File: src/rtl/traffic_light_controller.sv
// Fixed-time Moore controller for a four-approach junction (M1, M2, MT, S).
// Six-phase cycle with per-phase durations in clock cycles; lamps are one-hot {red, yellow, green}.
module traffic_light_controller #(
  parameter int unsigned T_MG = 7,
  parameter int unsigned T_Y  = 2,
  parameter int unsigned T_TG = 5,
  parameter int unsigned T_SG = 3
) (
  input  logic       clk,
  input  logic       rst,
  output logic [2:0] light_M1,
  output logic [2:0] light_S,
  output logic [2:0] light_MT,
  output logic [2:0] light_M2
);

  localparam int unsigned MaxA   = (T_MG > T_Y) ? T_MG : T_Y;
  localparam int unsigned MaxB   = (T_TG > T_SG) ? T_TG : T_SG;
  localparam int unsigned MaxDur = (MaxA > MaxB) ? MaxA : MaxB;
  localparam int unsigned CntW   = ($clog2(MaxDur) > 5) ? $clog2(MaxDur) : 5;

  localparam logic [2:0] LampRed    = 3'b100;
  localparam logic [2:0] LampYellow = 3'b010;
  localparam logic [2:0] LampGreen  = 3'b001;

  typedef enum logic [2:0] {
    StP1 = 3'd0,
    StP2 = 3'd1,
    StP3 = 3'd2,
    StP4 = 3'd3,
    StP5 = 3'd4,
    StP6 = 3'd5
  } phase_e;

  phase_e            phase_q, phase_d;
  logic [CntW-1:0]   cnt_q, cnt_d;
  logic [CntW-1:0]   cnt_last;
  logic              phase_legal;

  always_ff @(posedge clk) begin
    if (rst) begin
      phase_q <= StP1;
      cnt_q   <= '0;
    end else begin
      phase_q <= phase_d;
      cnt_q   <= cnt_d;
    end
  end

  // Terminal count of the current phase and legality of the phase encoding.
  always_comb begin
    cnt_last    = '0;
    phase_legal = 1'b1;
    case (phase_q)
      StP1:    cnt_last = CntW'(T_MG - 1);
      StP2:    cnt_last = CntW'(T_Y - 1);
      StP3:    cnt_last = CntW'(T_TG - 1);
      StP4:    cnt_last = CntW'(T_Y - 1);
      StP5:    cnt_last = CntW'(T_SG - 1);
      StP6:    cnt_last = CntW'(T_Y - 1);
      default: phase_legal = 1'b0;
    endcase
  end

  always_comb begin
    phase_d = phase_q;
    cnt_d   = cnt_q + 1'b1;
    if (!phase_legal) begin
      phase_d = StP1;
      cnt_d   = '0;
    end else if (cnt_q == cnt_last) begin
      cnt_d = '0;
      case (phase_q)
        StP1:    phase_d = StP2;
        StP2:    phase_d = StP3;
        StP3:    phase_d = StP4;
        StP4:    phase_d = StP5;
        StP5:    phase_d = StP6;
        default: phase_d = StP1;
      endcase
    end
  end

  // Illegal encodings leave every approach on red.
  always_comb begin
    light_M1 = LampRed;
    light_M2 = LampRed;
    light_MT = LampRed;
    light_S  = LampRed;
    case (phase_q)
      StP1: begin
        light_M1 = LampGreen;
        light_M2 = LampGreen;
      end
      StP2: begin
        light_M1 = LampGreen;
        light_M2 = LampYellow;
      end
      StP3: begin
        light_M1 = LampGreen;
        light_MT = LampGreen;
      end
      StP4: begin
        light_M1 = LampYellow;
        light_MT = LampYellow;
      end
      StP5:    light_S = LampGreen;
      StP6:    light_S = LampYellow;
      default: ;
    endcase
  end

endmodule

File: config.mk
export PLATFORM = sky130hd
export DESIGN_NAME = traffic_light_controller
export DESIGN_NICKNAME = d
export VERILOG_FILES = /design/src/rtl/traffic_light_controller.sv
export SDC_FILE = /design/constraint.sdc
export NUM_CORES = 1
export LEC_CHECK = 0
export ABC_AREA = 1
export CAP_MARGIN = 10
export CORE_AREA = 2 2 39 41
export CTS_CLUSTER_SIZE = 40
export DETAILED_ROUTE_END_ITERATION = 10
export DIE_AREA = 0 0 41 43
export PLACE_DENSITY = 0.78
export RECOVER_POWER = 50
export SYNTH_ARGS = -nofsm -noshare
export SYNTH_HDL_FRONTEND = slang
export SYNTH_SLANG_ARGS = --single-unit
File: constraint.sdc
create_clock -name clk -period 1.25 [get_ports clk]
set_clock_uncertainty 0.05 [all_clocks]
set_input_delay 0.1875 -clock clk [delete_from_list [all_inputs] [get_ports clk]]
set_output_delay 0.1875 -clock clk [all_outputs]
set_load 0.01 [all_outputs]
==> impl_results.md, run 1 <==
* Status: complete, but fails checks
* Failing checks: setup timing
* CTS Sinks at 8
* Crit-path max cell delay at 0.39 ns
* DP HPWL at 796 um
* CTS Buf Count at 3
* Die ar. at 0.00176 mm^2
* # diodes at 0
* Core Area at 0.00138 mm^2
* CTS tree: yes
* Slowest CP cell: dfxtp_4
* Final setup violation count at 6
* Worst hold path class: reg -> reg
* Final hold vios at 0
* Combinational power share at 22.7%
* Clock slew at reported path FFs at 0.06 ns
* Grt ovf at 0
* RSZ-0062 raised after global routing: true
* Sequential area share after synthesis at 32.5%
* Die Ht at 43 um
* Syn. warnings at 0
* Crit Path Class: reg -> reg
* Largest net degree at the start of global routing at 8
* Via count at 487
* WP data required at 1.35 ns
* Period utilization at 102%
* WL/cell at 10.1 um
* Max VDD drop at 0.000621 V
* Fin worst setup slack at -0.0236 ns
* Global-route wire length before repair at 1.66 mm
* Psw at 0.193 mW
* Internal power at 0.442 mW
* Flop pwr share at 44.6%
* DP Worst Slack at -0.234 ns
* Initial antenna violation count at 0
* Transition time of the tightest slew-check pin at 0.198 ns
* Syn_nets at 72
* Storage element area at 169 um^2
* Syn_area_per_cell at 7.14 um^2
* # H-tree levels at 1
* Unique masters post-synth at 20
* Max clock buf depth at 2
* Sw Share at 30.4%
* Die Wd at 41 um
* Syn Inst Count at 69
* Placer congestion estimate at 0.775
* Max-cap check violation count at 0
* Worst path cell trace: buf_6, nor2_2, nand2_1, nand3_2, nor2_4, nand2_2, nand2_4, nor2_1
* Initial core utilization at 35.6%
* F_max at 785 MHz
* Area Overhead vs Synth at 43.9%
* Final WL at 1.06 mm
* Synthesized flop and latch total at 8
* Fin util at 51.3%
* Worst reg-to-reg setup slack at -0.02 ns
* Router iterations before antenna repair at 2
* LEAKAGE at 0.313 nW
* Ports at 14
* IO Port Bufs at 13
* Vias in the first global route at 441
* Commonest non-fill, non-tap cell in the layout: nor2_1
* Most frequent cells in the layout: nor2_1, nand2_1, nand2_2
* Worst setup SP type: flip-flop
* Gr usage total at 13.5%
* Fillers at 151
* DR DRC count at 0
* Critical Path AT at 1.37 ns
* CP Capture Type: flip-flop
* Clock latency on the worst-skew pair at 0.26 ns
* Slew Viols, Final at 0
* Vias/cell at 4.64
* Cell area power density at 894 mW/mm^2
* Cell Area, Synth at 493 um^2
* Root buf cell: clkbuf_4
* Postcts setup bufs at 0
* Post-route ant nets at 0
* Final Critical Period at 1.27 ns
* Layout cells sized above 1 at 49.4%
* Nets at 94
* Crit path max fanout at 7
* Clock network fraction of total power at 32.7%
* Relative slew slack at 86.8%
* Area of the multi-input gates at 313 um^2
* 1st-iter DRT viols at 2
* # rows at 14
==> flip-flops by register name, indices dropped and copies added (netlist names) <==
| name | count |
|---|---|
| phase_q | 3 |
| cnt_q | 5 |
==> power by group through the flow <==
stage	clock network [mW]	registers, mW	logic, mW
floorplan	0	0.285	0.0977
finish	0.208	0.283	0.144
global route	0.222	0.285	0.158
CTS	0.202	0.283	0.144
global placement	0	0.288	0.147
detailed placement	0	0.289	0.149
==> worst max-delay path: cells and delay by family, from the launching register on <==
family,cells,cell delay [ns]
and+or+nand+nor,7,0.60
DFF,1,0.39
buffers and inverters,1,0.13
==> path summary, 6_finish.rpt <==
check,startpoint,to,depth (start not counted)
worst max-delay path,phase_q[0],cnt_q[4],8
worst min-delay path,cnt_q[0],cnt_q[0],1
worst max register to register,phase_q[0],cnt_q[4],8
worst min register to register,cnt_q[0],cnt_q[0],1
==> layout make-up <==
type	instances	share of cell area [%]
multi-input cells	52	44.1
flip-flops and latches	8	23.8
repair buffers	21	22.8
inverters	5	3.35
clock buffers	3	3.17
well taps	16	2.82
==> synthesized netlist by cell type <==
library cell | count | area share (%)
nor2_1 | 17 | 13
nand2_1 | 12 | 9.1
dfxtp_1 | 8 | 32
a21oi_1 | 5 | 5.1
nand3_1 | 5 | 5.1
inv_1 | 4 | 3.0
nand2_2 | 3 | 3.8
buf_6 | 2 | 4.6
xor2_1 | 2 | 3.6
buf_4 | 1 | 1.5
clkbuf_1 | 1 | 0.76
clkinv_2 | 1 | 1.0
ha_1 | 1 | 2.5
nand2_4 | 1 | 2.3
nand3_2 | 1 | 2.0
nand3b_1 | 1 | 1.5
nor2_2 | 1 | 1.3
nor2_4 | 1 | 2.3
xnor2_1 | 1 | 1.8
xnor2_2 | 1 | 3.3
==> kinds of logic (layout without fill, tap and decap cells) <==
group | count (synthesis) | after routing | share of synthesized area, %
and+or+nand+nor | 42 | 42 | 40.4
DFF | 8 | 8 | 32.5
xor gates and xnor gates | 4 | 4 | 8.63
adders and majority gates | 1 | 1 | 2.54
buffers and inverters | 9 | 29 | 10.9
AOI/OAI and AO/OA | 5 | 5 | 5.08
==> what timing repair did <==
item,4_1_cts,5_1_grt
pin swaps,5,1
hold buffers,0,0
setup endpoints to repair,20,20
gates resized for setup,59,8
==> layer usage <==
layer	global-route usage, %	share of wire [%]	vias to the layer above
li1	-	-	252
met1	15.9	43	224
met2	22.8	52	9
met3	1.57	4.0	2
met4	6.00	0.57	0
met5	0	0	-
==> stage by stage <==
step / setup TNS [ns] / area [um^2] / power, mW / hold WS [ns] / instances
2_1_floorplan: 0 / 493 / 0.383 / 0.352 / 69
3_3_place_gp: -1.49 / 677 / 0.435 / 0.405 / 103
3_5_place_dp: -2.00 / 677 / 0.438 / 0.438 / 103
4_1_cts: -0.128 / 701 / 0.630 / 0.451 / 105
5_1_grt: -0.877 / 709 / 0.665 / 0.474 / 105
6_report: -0.100 / 709 / 0.635 / 0.438 / 105
(Power assumes the default switching activity.)
==> run 2, diff against run 1 <==
- TNS_END_PERCENT: unset -> 50
- clock period: 1.25 -> 1.1 ns (I/O delays scaled with it)
==> run 2 against run 1 <==
The flow still finishes with violations (setup timing). Sequential power up 13%. Fmax down 0.16%. Clock-buffer cell count unchanged. Flip-flop and latch count did not move. Power grew 14%. First-iteration DRC count grew 50%. Global-route usage rose by 1.4 points. Combinational power grew 28%. Highest routed layer is now met3.
==> impl_results.md, run 2 (same netlist as run 1, synthesis figures left out) <==
* Status: complete, but fails checks
* Transition time of the tightest slew-check pin at 0.428 ns
* Slew Viols, Final at 0
* Layout cells sized above 1 at 49.5%
* DP Worst Slack at -0.334 ns
* Hold path startpoint: cnt_q[4]
* Vias in the first global route at 459
* Vias/cell at 4.69
* Clock latency on the worst-skew pair at 0.25 ns
* Most frequent cells in the layout: nor2_1, nand2_1, buf_2
* Initial antenna violation count at 0
* DR DRC count at 0
* RSZ-0062 raised after global routing: true
* Hold buffer count at CTS at 0
* Via count at 511
* Die ar. at 0.00176 mm^2
* Internal power at 0.517 mW
* Largest Register: cnt_q
* WL/cell at 10.2 um
* Final hold vios at 0
* Worst path cell trace: inv_4, nand2_4, buf_6, nand2_2, nand3_2, nor2_4, nand3_1, nand2_1, nor2_1
* Post-route ant nets at 0
* Final Total Pwr at 0.722 mW
* Initial core utilization at 35.6%
* Final setup violation count at 20
* Area Overhead vs Synth at 48.5%
* Sw Share at 28.4%
* Grt ovf at 0
* Core Area at 0.00138 mm^2
* Final WL at 1.12 mm
* CTS Buf Count at 3
* IO Port Bufs at 13
* Worst reg-to-reg setup slack at -0.18 ns
* Clock slew at reported path FFs at 0.05 ns
* Max clock buf depth at 2
* Placer congestion estimate at 0.691
* Largest register FFs at 5
* Root buf cell: clkbuf_4
* Die Ht at 43 um
* Ports at 14
* DP HPWL at 843 um
* Critical Path AT at 1.37 ns
* 1st-iter DRT viols at 3
* Area of the multi-input gates at 297 um^2
* Psw at 0.205 mW
* LEAKAGE at 0.341 nW
* Period utilization at 116%
* Crit-path max cell delay at 0.35 ns
* Cell area power density at 987 mW/mm^2
* Largest net degree at the start of global routing at 9
* Fin worst setup slack at -0.176 ns
* Fillers at 151
* Biggest regs: cnt_q (5), phase_q (3)
* Final Critical Period at 1.28 ns
* CTS tree: yes
* Commonest non-fill, non-tap cell in the layout: nor2_1
* Nets at 98
* Worst hold path class: reg -> reg
* Failing checks: setup timing
* Max-cap check violation count at 0
* Clock network fraction of total power at 30.2%
* Gr usage total at 14.8%
* Max VDD drop at 0.000571 V
* Relative slew slack at 71.5%
* F_max at 784 MHz
* Crit path max fanout at 7
* Global-route wire length before repair at 1.78 mm
* WP data required at 1.19 ns
* Die Wd at 41 um
* # diodes at 0
* Slowest CP cell: dfxtp_2
* CTS Sinks at 8
* Crit Path Class: reg -> reg
* Router iterations before antenna repair at 4
* Flop pwr share at 44.3%
* # rows at 14
* CP Capture Type: flip-flop
* Critical Path Source: phase_q[1]
* Storage element area at 169 um^2
* Combinational power share at 25.5%
* R2R Path Start: phase_q[1]
* # H-tree levels at 1
* Worst setup SP type: flip-flop
run 2: cell types whose count changed in the layout (fill, tap and decap cells not counted), moves of 2 or more:
cell / delta
nor2_1: +2
nor2_4: -2
clkdlybuf4s15_2: +2
buf_2: +3
clkbuf_2: -2
nand2_2: -2
run 2: worst paths after layout:
kind                 to  cells past startpoint
max          phase_q[1]                      9
min            cnt_q[4]                      2
max reg2reg  phase_q[1]                      9
min reg2reg    cnt_q[4]                      2
run 2: worst max-delay path: cells and delay by family (launching register included):
| kind | cells | cell delay [ns] |
|---|---|---|
| buffers and inverters | 2 | 0.18 |
| AND/OR/NAND/NOR | 7 | 0.58 |
| flip-flops | 1 | 0.35 |
run 2: what timing repair did:
| action | in CTS | in global routing |
|---|---|---|
| buffers inserted | 1 | 1 |
| resized for setup | 58 | 3 |
| endpoints found under the setup margin | 20 | 20 |
| pin swaps | 6 | 2 |
run 2: area by class of cell:
class	count	area share, %
repair buffers	25	27.0
multi-input cells	52	40.5
clock buffers	3	3.08
well taps	16	2.74
inverters	5	3.59
flip-flops and latches	8	23.1
run 2: per-stage QoR:
step	cells	cell area [um^2]	hold slack [ns]	setup TNS [ns]	utilization, %
2_1_floorplan	69	509	0.329	-0.456	-
3_3_place_gp	104	701	0.466	-4.97	50.6
3_5_place_dp	104	701	0.482	-5.31	50.6
4_1_cts	108	719	0.498	-2.65	52.0
5_1_grt	109	732	0.533	-3.77	52.9
6_report	109	732	0.494	-2.42	52.9
run 2: power groups by stage:
stage	clock network, mW	logic [mW]	registers (mW)
2_1_floorplan	0	0.116	0.325
3_3_place_gp	0	0.180	0.326
3_5_place_dp	0	0.186	0.327
4_1_cts	0.239	0.184	0.321
5_1_grt	0.251	0.204	0.321
6_report	0.218	0.185	0.320
run 2: metal layers:
| layer | GRT usage (%) | share of wire, % | wire [um] | vias to the layer above |
|---|---|---|---|---|
| met1 | 15.7 | 41 | 454 | 232 |
| met4 | 8.00 | 0 | 0 | 0 |
| met5 | 0 | 0 | 0 | - |
| li1 | - | - | - | 268 |
| met2 | 26.3 | 55 | 615 | 11 |
| met3 | 1.57 | 4.2 | 47 | 0 |
